File: src/rtl/mac_result_drain.sv
// Snapshots the MAC accumulators on capture, requantizes them (shift + signed saturate)
// and drains the results one per valid/ready handshake while the array keeps working.
module mac_result_drain #(
    parameter int unsigned N_MACS = 4,
    parameter int unsigned ACC_W  = 16,
    parameter int unsigned OUT_W  = 8,
    parameter int unsigned SHIFT  = 4
) (
    input  logic                      clk,
    input  logic                      rst,
    input  logic                      capture,
    input  logic [N_MACS*ACC_W-1:0]   acc_in,
    output logic [N_MACS-1:0]         clear,
    output logic [OUT_W-1:0]          out_data,
    output logic [$clog2(N_MACS)-1:0] out_idx,
    output logic                      out_valid,
    input  logic                      out_ready,
    output logic                      out_last,
    output logic                      busy,
    output logic                      overrun
);

    localparam int unsigned IdxW = $clog2(N_MACS);
    localparam logic [IdxW-1:0] LastIdx = IdxW'(N_MACS - 1);

    // Saturation bounds expressed at accumulator width so the compare stays signed.
    localparam logic signed [ACC_W-1:0] SatMax =
        {{(ACC_W - OUT_W + 1){1'b0}}, {(OUT_W - 1){1'b1}}};
    localparam logic signed [ACC_W-1:0] SatMin =
        {{(ACC_W - OUT_W + 1){1'b1}}, {(OUT_W - 1){1'b0}}};

    typedef enum logic [0:0] {StIdle, StSend} state_e;

    state_e              state_q, state_d;
    logic [IdxW-1:0]     idx_q, idx_d;
    logic [OUT_W-1:0]    shadow_q [N_MACS];
    logic [OUT_W-1:0]    shadow_d [N_MACS];
    logic [N_MACS-1:0]   clear_q, clear_d;
    logic                overrun_q, overrun_d;

    function automatic logic [OUT_W-1:0] requant(input logic signed [ACC_W-1:0] x);
        logic signed [ACC_W-1:0] s;
        s = x >>> SHIFT;
        if (s > SatMax) begin
            return SatMax[OUT_W-1:0];
        end else if (s < SatMin) begin
            return SatMin[OUT_W-1:0];
        end
        return s[OUT_W-1:0];
    endfunction

    always_comb begin
        state_d   = state_q;
        idx_d     = idx_q;
        shadow_d  = shadow_q;
        clear_d   = '0;
        overrun_d = 1'b0;
        unique case (state_q)
            StIdle: begin
                if (capture) begin
                    for (int unsigned i = 0; i < N_MACS; i++) begin
                        shadow_d[i] = requant(acc_in[i*ACC_W +: ACC_W]);
                    end
                    idx_d   = '0;
                    clear_d = '1;
                    state_d = StSend;
                end
            end
            StSend: begin
                // A capture here is dropped; only the overrun flag records it.
                overrun_d = capture;
                if (out_ready) begin
                    if (idx_q == LastIdx) begin
                        state_d = StIdle;
                    end else begin
                        idx_d = idx_q + IdxW'(1);
                    end
                end
            end
            default: state_d = StIdle;
        endcase
    end

    always_ff @(posedge clk) begin
        if (!rst) begin
            state_q   <= StIdle;
            idx_q     <= '0;
            clear_q   <= '0;
            overrun_q <= 1'b0;
            for (int unsigned i = 0; i < N_MACS; i++) begin
                shadow_q[i] <= '0;
            end
        end else begin
            state_q   <= state_d;
            idx_q     <= idx_d;
            clear_q   <= clear_d;
            overrun_q <= overrun_d;
            shadow_q  <= shadow_d;
        end
    end

    always_comb begin
        out_valid = (state_q == StSend);
        busy      = out_valid;
        out_last  = out_valid && (idx_q == LastIdx);
        out_idx   = out_valid ? idx_q : '0;
        out_data  = out_valid ? shadow_q[idx_q] : '0;
        clear     = clear_q;
        overrun   = overrun_q;
    end

endmodule

File: config.mk
export PLATFORM = sky130hd
export DESIGN_NAME = mac_result_drain
export DESIGN_NICKNAME = d
export VERILOG_FILES = /design/src/rtl/mac_result_drain.sv
export SDC_FILE = /design/constraint.sdc
export NUM_CORES = 1
export LEC_CHECK = 0
export ABC_AREA = 1
export BUFFER_PORTS_ARGS = -buffer_cell sky130_fd_sc_hd__buf_2
export CORE_ASPECT_RATIO = 0.8
export CORE_MARGIN = 1.5
export CORE_UTILIZATION = 40
export CTS_CLUSTER_DIAMETER = 30
export DETAILED_ROUTE_END_ITERATION = 8
export PLACE_DENSITY = 0.79
export REMOVE_ABC_BUFFERS = 1
export SLEW_MARGIN = 30
export SYNTH_ARGS = -nofsm -noshare
export SYNTH_HDL_FRONTEND = slang
export SYNTH_SLANG_ARGS = --single-unit
File: constraint.sdc
create_clock -name clk -period 1.52 [get_ports clk]
set_input_delay 0.152 -clock clk [delete_from_list [all_inputs] [get_ports clk]]
set_output_delay 0.152 -clock clk [all_outputs]
set_load 0.02 [all_outputs]
# After elaboration in Yosys (flattened, before gate mapping)
# Index checks and enable logic that the tools add are counted.
dict set report word_totals {
  reg_bits 40
  latch_bits 0
  ramBits 0
  mem_bits_ro 0
  out_inout_bits 18
  wordCells 72
  n_memories 0
}
dict set report classes {
  n_addsub 1
  mul 0
  div 0
  order_cmp 9
  eq_ne 4
  shifts 0
  muxes 42
  n_bitwise 3
  reduce_logical 5
}
# operator count
set ops {}
lappend ops {{8-bit two-way mux} 15}
lappend ops {{12-bit by 8-bit greater-than comparator with 1-bit output (second input constant)} 4}
lappend ops {{12-bit by 8-bit less-than comparator with 1-bit output (second input constant)} 4}
lappend ops {{1-bit two-way mux} 19}
lappend ops {{8-bit binary-select mux with 2-bit select} 1}
lappend ops {{2-bit two-way mux} 4}
lappend ops {{2-bit inequality test (second input constant)} 3}
lappend ops {{4-bit two-way mux} 1}
lappend ops {{2-bit one-hot mux with 2 select lines} 1}
lappend ops {{2-bit AND reduction} 2}
lappend ops {{3-bit greater-or-equal comparator (second input constant)} 1}
lappend ops {{2-bit NOT with 3-bit output} 1}
lappend ops {{3-bit AND reduction} 1}
lappend ops {{2-bit by 1-bit adder with 2-bit output (second input constant)} 1}
lappend ops {{2-bit equality test (second input constant)} 1}
lappend ops {{1-bit NOT} 2}
lappend ops {{1-bit one-hot mux with 2 select lines} 1}
lappend ops {{2-bit OR reduction} 1}
lappend ops {{1-bit logical AND} 1}

# Depth between registers and ports, before layout
# Gate-level depths: netlist of run 1.
dict set report depth {
  word_depth 6
  mapped_depth 7
}

# Worst setup path after synthesis of run 1
# Ideal clock, no wire load.
dict set report synth_path {
  path_kind {register -> output}
  start {reg state_q (netlist: busy)}
  end {out out_data[0]}
  arrival_ns 1.201
  t_required_ns 1.368
  path_slack_ns 0.167
  stages_incl_launch_ff 4
  path_cell_list {dfxtp_1 inv_1 buf_4 a21oi_1}
}
dict set report synth_between {
  elab_chain_cells 1
}
# item line
set synth_lines {}
lappend synth_lines {{start: declaration} 34} ;# state_e state_q, state_d;
lappend synth_lines {{start signal: assignment} 86} ;# state_q <= StIdle;
lappend synth_lines {{start signal: assignment} 94} ;# state_q <= state_d;
lappend synth_lines {{8-bit two-way mux} 107} ;# out_data = out_valid ? shadow_q[idx_q] : '0;
lappend synth_lines {{end: declaration} 14} ;# output logic [OUT_W-1:0] out_data,
# No other way between the ends.

# Final worst setup path of run 1
dict set report layout_path {
  start {reg idx_q[0]}
  end {out out_data[5]}
}
dict set report layout_between {
  elab_chain_cells 5
}
# item line
set layout_lines {}
lappend layout_lines {{start: declaration} 35} ;# logic [IdxW-1:0] idx_q, idx_d;
lappend layout_lines {{start signal: assignment} 95} ;# idx_q <= idx_d;
lappend layout_lines {{2-bit NOT with 3-bit output (not written as such)} 107}
lappend layout_lines {{8-bit binary-select mux with 2-bit select} 107}
lappend layout_lines {{8-bit two-way mux (not written as such) (2 in series)} 107}
lappend layout_lines {{8-bit two-way mux} 107}
# No other way between the ends. The select of a mux whose other input is x is not followed.

==> metrics.yaml, run 1 <==
yosys:
  yosys_warnings: 0
  synthDistinctLibCells: 19
  netlist_area_sq_um: 1810
  ys_seq_area_frac: 0.409
  synth-seq-cells: 37
  syn-instance-count: 265
  postSynthAreaPerCell_sq_um: 6.84
worst_hold_path:
  hold_end: "busy"
  min_path_cells: 2
  hold_path.class: "in2reg"
  min_from: "out_ready"
timing:
  setup_ws_ns: -0.0522
  finClkSkew_ns: 0.00394
  fin_crit_ns: 1.57
  hold-worst-slack_ns: 0.0482
  worst_pin_slew_ns: 0.479
  setup_violations: 7
  finalCritPeriodShare: 1.03
  hold_viol_final: 0
  rsz0062_at_grt: "yes"
  slew_viol_final: 0
  slew_headroom: 0.681
  clock.fmax_ghz: 0.636
clock_tree:
  clk_path_buf_depth: 2
  cts_tree: "done"
  cts-root-buf: "clkbuf_8"
  htree_levels: 2
  clk_pin_slew_ns: 0.07
  cts_buffers: 5
  hold_buffers: 0
  clock_sinks: 37
  insertion_delay_ns: 0.29
cells_and_area:
  area_growth_pct: 32.1
  drive_gt1_frac: 0.311
  diodes: 0
  nets: 403
floorplanning:
  core_area_sq_um: 4260
  row_count: 21
  die_x_um: 78.2
  dieArea_sq_um: 4940
  ios: 86
  die_h_um: 63.2
  initial_utilization: 0.426
critical_path:
  crit_type: "reg2out"
  critical_path.reg2reg.startpoint: "idx_q[0]"
  worst_r2r_endpoint: "idx_q[0]"
  cp.arrival_ns: 1.42
  r2r_setup_slack_ns: 0.13
  cp-end-kind: "output pin"
  critPathLaunchType: "flop"
  rr_worst_depth: 8
  cp_max_fo: 9
  cp.required_ns: 1.37
routing:
  num_vias: 1941
  drt_iter0_drc: 149
  dr.pass1.iters: 4
  wl_per_cell_um: 12.3
  routed_wl_um: 4810
  drc_errors: 0
  detail-route-antenna-nets: 0
  routed_via_density: 4.96
status:
  violations: "negative setup slack"
  status: "finished, violations left"
placed_design:
  gp_congestion: 0.841
  pre_cts_ws_ns: 0.153
  dp_hpwl_um: 3340
  portBuffers: 69
power:
  power_per_cell_area_nw_per_um2: 963
  ir_worst_vdd_uv: 429
  leakage_nw: 1.11
global_routing:
  grt-ovfl-total: 0
  grt_pass1_wl_um: 7430
  grt_max_degree: 34
  grt_pass1_vias: 1673
  grt_use_total: 0.193
  antenna_found_initial: 0
job:
  drv_cap: 0
Yosys cell counts:
cell,number,area (sq um)
buf_2,2,10.0
buf_4,8,60.1
nor3_1,1,5.00
nand3_1,3,15.0
o21ai_1,4,20.0
nor2_1,44,165
ha_1,1,12.5
clkbuf_1,4,15.0
nand2_4,1,11.3
clkbuf_2,1,5.00
a21oi_4,3,48.8
nor2_4,1,11.3
inv_2,2,7.51
dfxtp_1,37,741
inv_1,10,37.5
nand2_1,56,210
nand4_1,1,6.26
o21ai_0,44,220
a21oi_1,42,210
per-stage QoR:
stage / cells / area [sq um] / setup TNS [ns] / total power [mW] / util
after floorplan: 250 / 1720 / -0.279 / 1.36 / -
final: 391 / 2390 / -0.250 / 2.31 / 0.562
after detailed placement: 380 / 2180 / 0 / 1.55 / 0.512
after CTS: 391 / 2360 / -0.203 / 2.29 / 0.556
after global placement: 380 / 2180 / 0 / 1.54 / 0.512
after global routing: 391 / 2390 / -0.750 / 2.42 / 0.562
per-layer routing:
metal | GRT usage | part of all wire
met1 | 0.266 | 0.49
met2 | 0.283 | 0.42
met3 | 0.0478 | 0.068
met4 | 0.0893 | 0.020
met5 | 0 | 0
placed cells by master (no fill, tap or decap), drive strengths merged:
cell type	synthesis	routed
buf	10	77
nand2	57	57
o21ai	48	48
a21oi	45	45
nor2	45	45
dfxtp	37	37
inv	12	11
clkbuf	5	7
nand3	3	3
clkinvlp	0	1
nand4	1	1
nor3	1	1
ha	1	1
power breakdown:
| group | internal (mW) | total, mW | leakage [nW] | switching [mW] |
|---|---|---|---|---|
| clock | 0.359 | 0.695 | 0.0443 | 0.335 |
| sequential | 1.05 | 1.10 | 0.308 | 0.0576 |
| combinational | 0.217 | 0.506 | 0.763 | 0.289 |
flip-flops by register name, indices dropped and copies added (netlist names):
name      count
idx_q         2
clear         1
shadow_q     32
overrun       1
busy          1
how the worst max path moves through the flow:
stage	end	depth (start not counted)	from	slack, ns
final	out_data[5]	6	idx_q[0]	-0.05
after CTS	out_data[3]	6	idx_q[0]	-0.04
after detailed placement	out_data[6]	5	idx_q[0]	0.15
after global placement	out_data[3]	6	idx_q[0]	0.17
after global routing	out_data[5]	6	idx_q[0]	-0.12
after floorplan	out_data[0]	2	busy	-0.03
cell type report:
type,count,area (sq um)
multi-input combinational,201,975
clock buffer,7,86.3
sequential,37,747
inverter,12,56.3
fill,414,1860
timing repair buffer,77,458
tap,57,71.3
logic make-up after synthesis:
family / after synthesis / synth area share
buf+inv: 27 / 0.0746
simple gates: 107 / 0.234
fa+ha+maj: 1 / 0.00690
flops: 37 / 0.409
compound gates: 93 / 0.276
repair_timing:
item,4_1_cts,5_1_grt
setup endpoints to repair,8,8
cloned,1,0
gates resized for setup,30,15
buffers inserted,3,0
pin swaps,10,7
critical path, cell delays in order, from the launching register on:
cell and delay, ns:
dfxtp_4 0.39, buf_12 0.12, nor2_1 0.04, nor2_1 0.11, o21ai_1 0.08, a21oi_1 0.20
buf_4 0.18
No activity file was read; power rests on OpenSTA's default activity.
==> inputs of run 2 (changes only) <==
--- a/config.mk
+++ b/config.mk
@@ -8,11 +8,11 @@
 export ABC_AREA = 1
 export BUFFER_PORTS_ARGS = -buffer_cell sky130_fd_sc_hd__buf_2
 export CORE_ASPECT_RATIO = 0.8
-export CORE_MARGIN = 1.5
 export CORE_UTILIZATION = 40
 export CTS_CLUSTER_DIAMETER = 30
 export DETAILED_ROUTE_END_ITERATION = 8
 export PLACE_DENSITY = 0.79
+export RECOVER_POWER = 100
 export REMOVE_ABC_BUFFERS = 1
 export SLEW_MARGIN = 30
 export SYNTH_ARGS = -nofsm -noshare
==> metrics.yaml, run 2 (synthesized netlist as in run 1, its figures left out) <==
critical_path:
  critical_path.reg2reg.startpoint: "idx_q[0]"
  slowest_stage: "dfxtp_4"
  crit_top_cell: "nor2_1"
  cp.required_ns: 1.37  # about the same
  critPathLaunchType: "flop"
  crit_chain: "buf_12 > nor2_1 > nor2_1 > o21ai_1 > a21oi_1 > buf_4"
  crit_type: "reg2out"
  cp_max_fo: 9  # unchanged
  cpPeakStageDelay_ns: 0.39  # about the same
  cp.arrival_ns: 1.41  # about the same
  cp-end-kind: "output pin"
  crit_path_start: "idx_q[0]"
clock_tree:
  cts-root-buf: "clkbuf_8"
  clk_pin_slew_ns: 0.07  # about the same
  cts_buffers: 5  # unchanged
  clock_sinks: 37  # unchanged
  insertion_delay_ns: 0.29  # about the same
  clk_path_buf_depth: 2  # unchanged
  htree_levels: 2  # unchanged
  cts_tree: "done"
cells_and_area:
  stdcell_area_sq_um: 2360  # -1.6%
  nFillCells: 433  # +4.6%
  nets: 404  # +0.25%
  reg.largest.list: "shadow_q x32, idx_q x2"
  final_core_util: 0.553  # -0.00882
  final_common_cell: "nand2_1"
  diodes: 0  # unchanged
  regMostFlops: "shadow_q"
  multi_input_area_sq_um: 938  # -3.7%
  area_growth_pct: 30.0
  largest_reg_flops: 32  # unchanged
  drive_gt1_frac: 0.266  # -0.0457
  regArea_sq_um: 746  # -0.17%
  layout_common_cells: "nand2_1 (56), buf_2 (55), nor2_1 (43)"
routing:
  dr.pass1.iters: 4  # unchanged
  num_vias: 1977  # +1.9%
  detail-route-antenna-nets: 0  # unchanged
  routed_via_density: 5.04  # +1.6%
  routed_wl_um: 4780  # -0.62%
  drc_errors: 0  # unchanged
  wl_per_cell_um: 12.2  # -0.88%
  drt_iter0_drc: 137  # -8.1%
placed_design:
  dp_hpwl_um: 3410  # +2.3%
  placed_area_sq_um: 2190  # +0.34%
  pre_cts_ws_ns: 0.160  # +0.00699 ns
  gp_congestion: 0.835  # -0.67%
  portBuffers: 69  # unchanged
worst_hold_path:
  hold_path.class: "in2reg"
  min_from: "out_ready"
timing:
  slew_headroom: 0.673  # -0.00809
  fin_crit_ns: 1.56  # -0.00836 ns
  finalCritPeriodShare: 1.03  # -0.00550
  hold_viol_final: 0  # unchanged
  rsz0062_at_grt: "yes"
  setup_violations: 6  # -1
  clock.fmax_ghz: 0.639  # +0.53%
  slew_viol_final: 0  # unchanged
  worst_pin_slew_ns: 0.488  # +0.00887 ns
  setup_ws_ns: -0.0439  # +0.00836 ns
  finClkSkew_ns: 0.00316  # -0.000788 ns
status:
  violations: "negative setup slack"
  status: "finished, violations left"
global_routing:
  grt-ovfl-total: 0  # unchanged
  antenna_found_initial: 0  # unchanged
  grt_max_degree: 23  # -32%
  grt_pass1_wl_um: 7780  # +4.7%
  grt_use_total: 0.204  # +0.0110
  grt_pass1_vias: 1744  # +4.2%
floorplanning:
  die_h_um: 62.2  # -1.6%
  core_area_sq_um: 4260  # unchanged
  die_x_um: 77.2  # -1.3%
  row_count: 21  # unchanged
  ios: 86  # unchanged
  dieArea_sq_um: 4800  # -2.8%
  initial_utilization: 0.426  # unchanged
power:
  power_per_cell_area_nw_per_um2: 966  # +0.26%
  ir_worst_vdd_uv: 448  # +4.4%
  leakage_nw: 1.09  # -2.0%
job:
  drv_cap: 0  # unchanged
[run 2: worst paths after layout]
check / slack (ns) / end / cells past startpoint
setup / recovery: -0.04 / out_data[4] / 6
hold / removal: 0.04 / busy / 2
setup reg to reg: 0.12 / idx_q[1] / 8
hold reg to reg: 0.47 / shadow_q[23] / 2
[run 2: area by class of cell]
class | instances | share of cell area
inverters | 12 | 0.0239
repair buffers | 78 | 0.194
multi-input cells | 201 | 0.398
well taps | 57 | 0.0303
flip-flops and latches | 37 | 0.317
clock buffers | 7 | 0.0366
[run 2: metrics by stage]
| stage | TNS (ns) | hold WS [ns] | cells | power [mW] |
|---|---|---|---|---|
| after floorplan | -0.279 | 0.239 | 250 | 1.36 |
| after global placement | 0 | 0.342 | 381 | 1.54 |
| after detailed placement | 0 | 0.352 | 381 | 1.55 |
| after CTS | -0.118 | 0.0416 | 392 | 2.27 |
| after global routing | -0.642 | 0.0441 | 392 | 2.39 |
| final | -0.157 | 0.0444 | 392 | 2.28 |
[run 2: repair_timing]
item / 4_1_cts / 5_1_grt
gates resized for setup: 25 / 7
hold buffers: 0 / 0
endpoints found under the setup margin: 8 / 8
pin swaps: 8 / 5
setup buffers: 3 / 0
gates cloned: 1 / 0
[run 2: report_power, final]
part / internal [mW] / switching (mW)
registers: 1.05 / 0.0531
logic: 0.207 / 0.282
clock network: 0.359 / 0.327
total: 1.61 / 0.662
[run 2: critical path: cells and delay by family, from the launching register on]
kind / cells / cell delay, ns
compound gates: 2 / 0.28
simple gates: 2 / 0.15
flops: 1 / 0.39
buf+inv: 2 / 0.30
[run 2: metal layers]
metal	GRT usage	wire length, um
met4	0.0991	119
met3	0.0529	385
met5	0	0
met1	0.284	2300
met2	0.290	1980
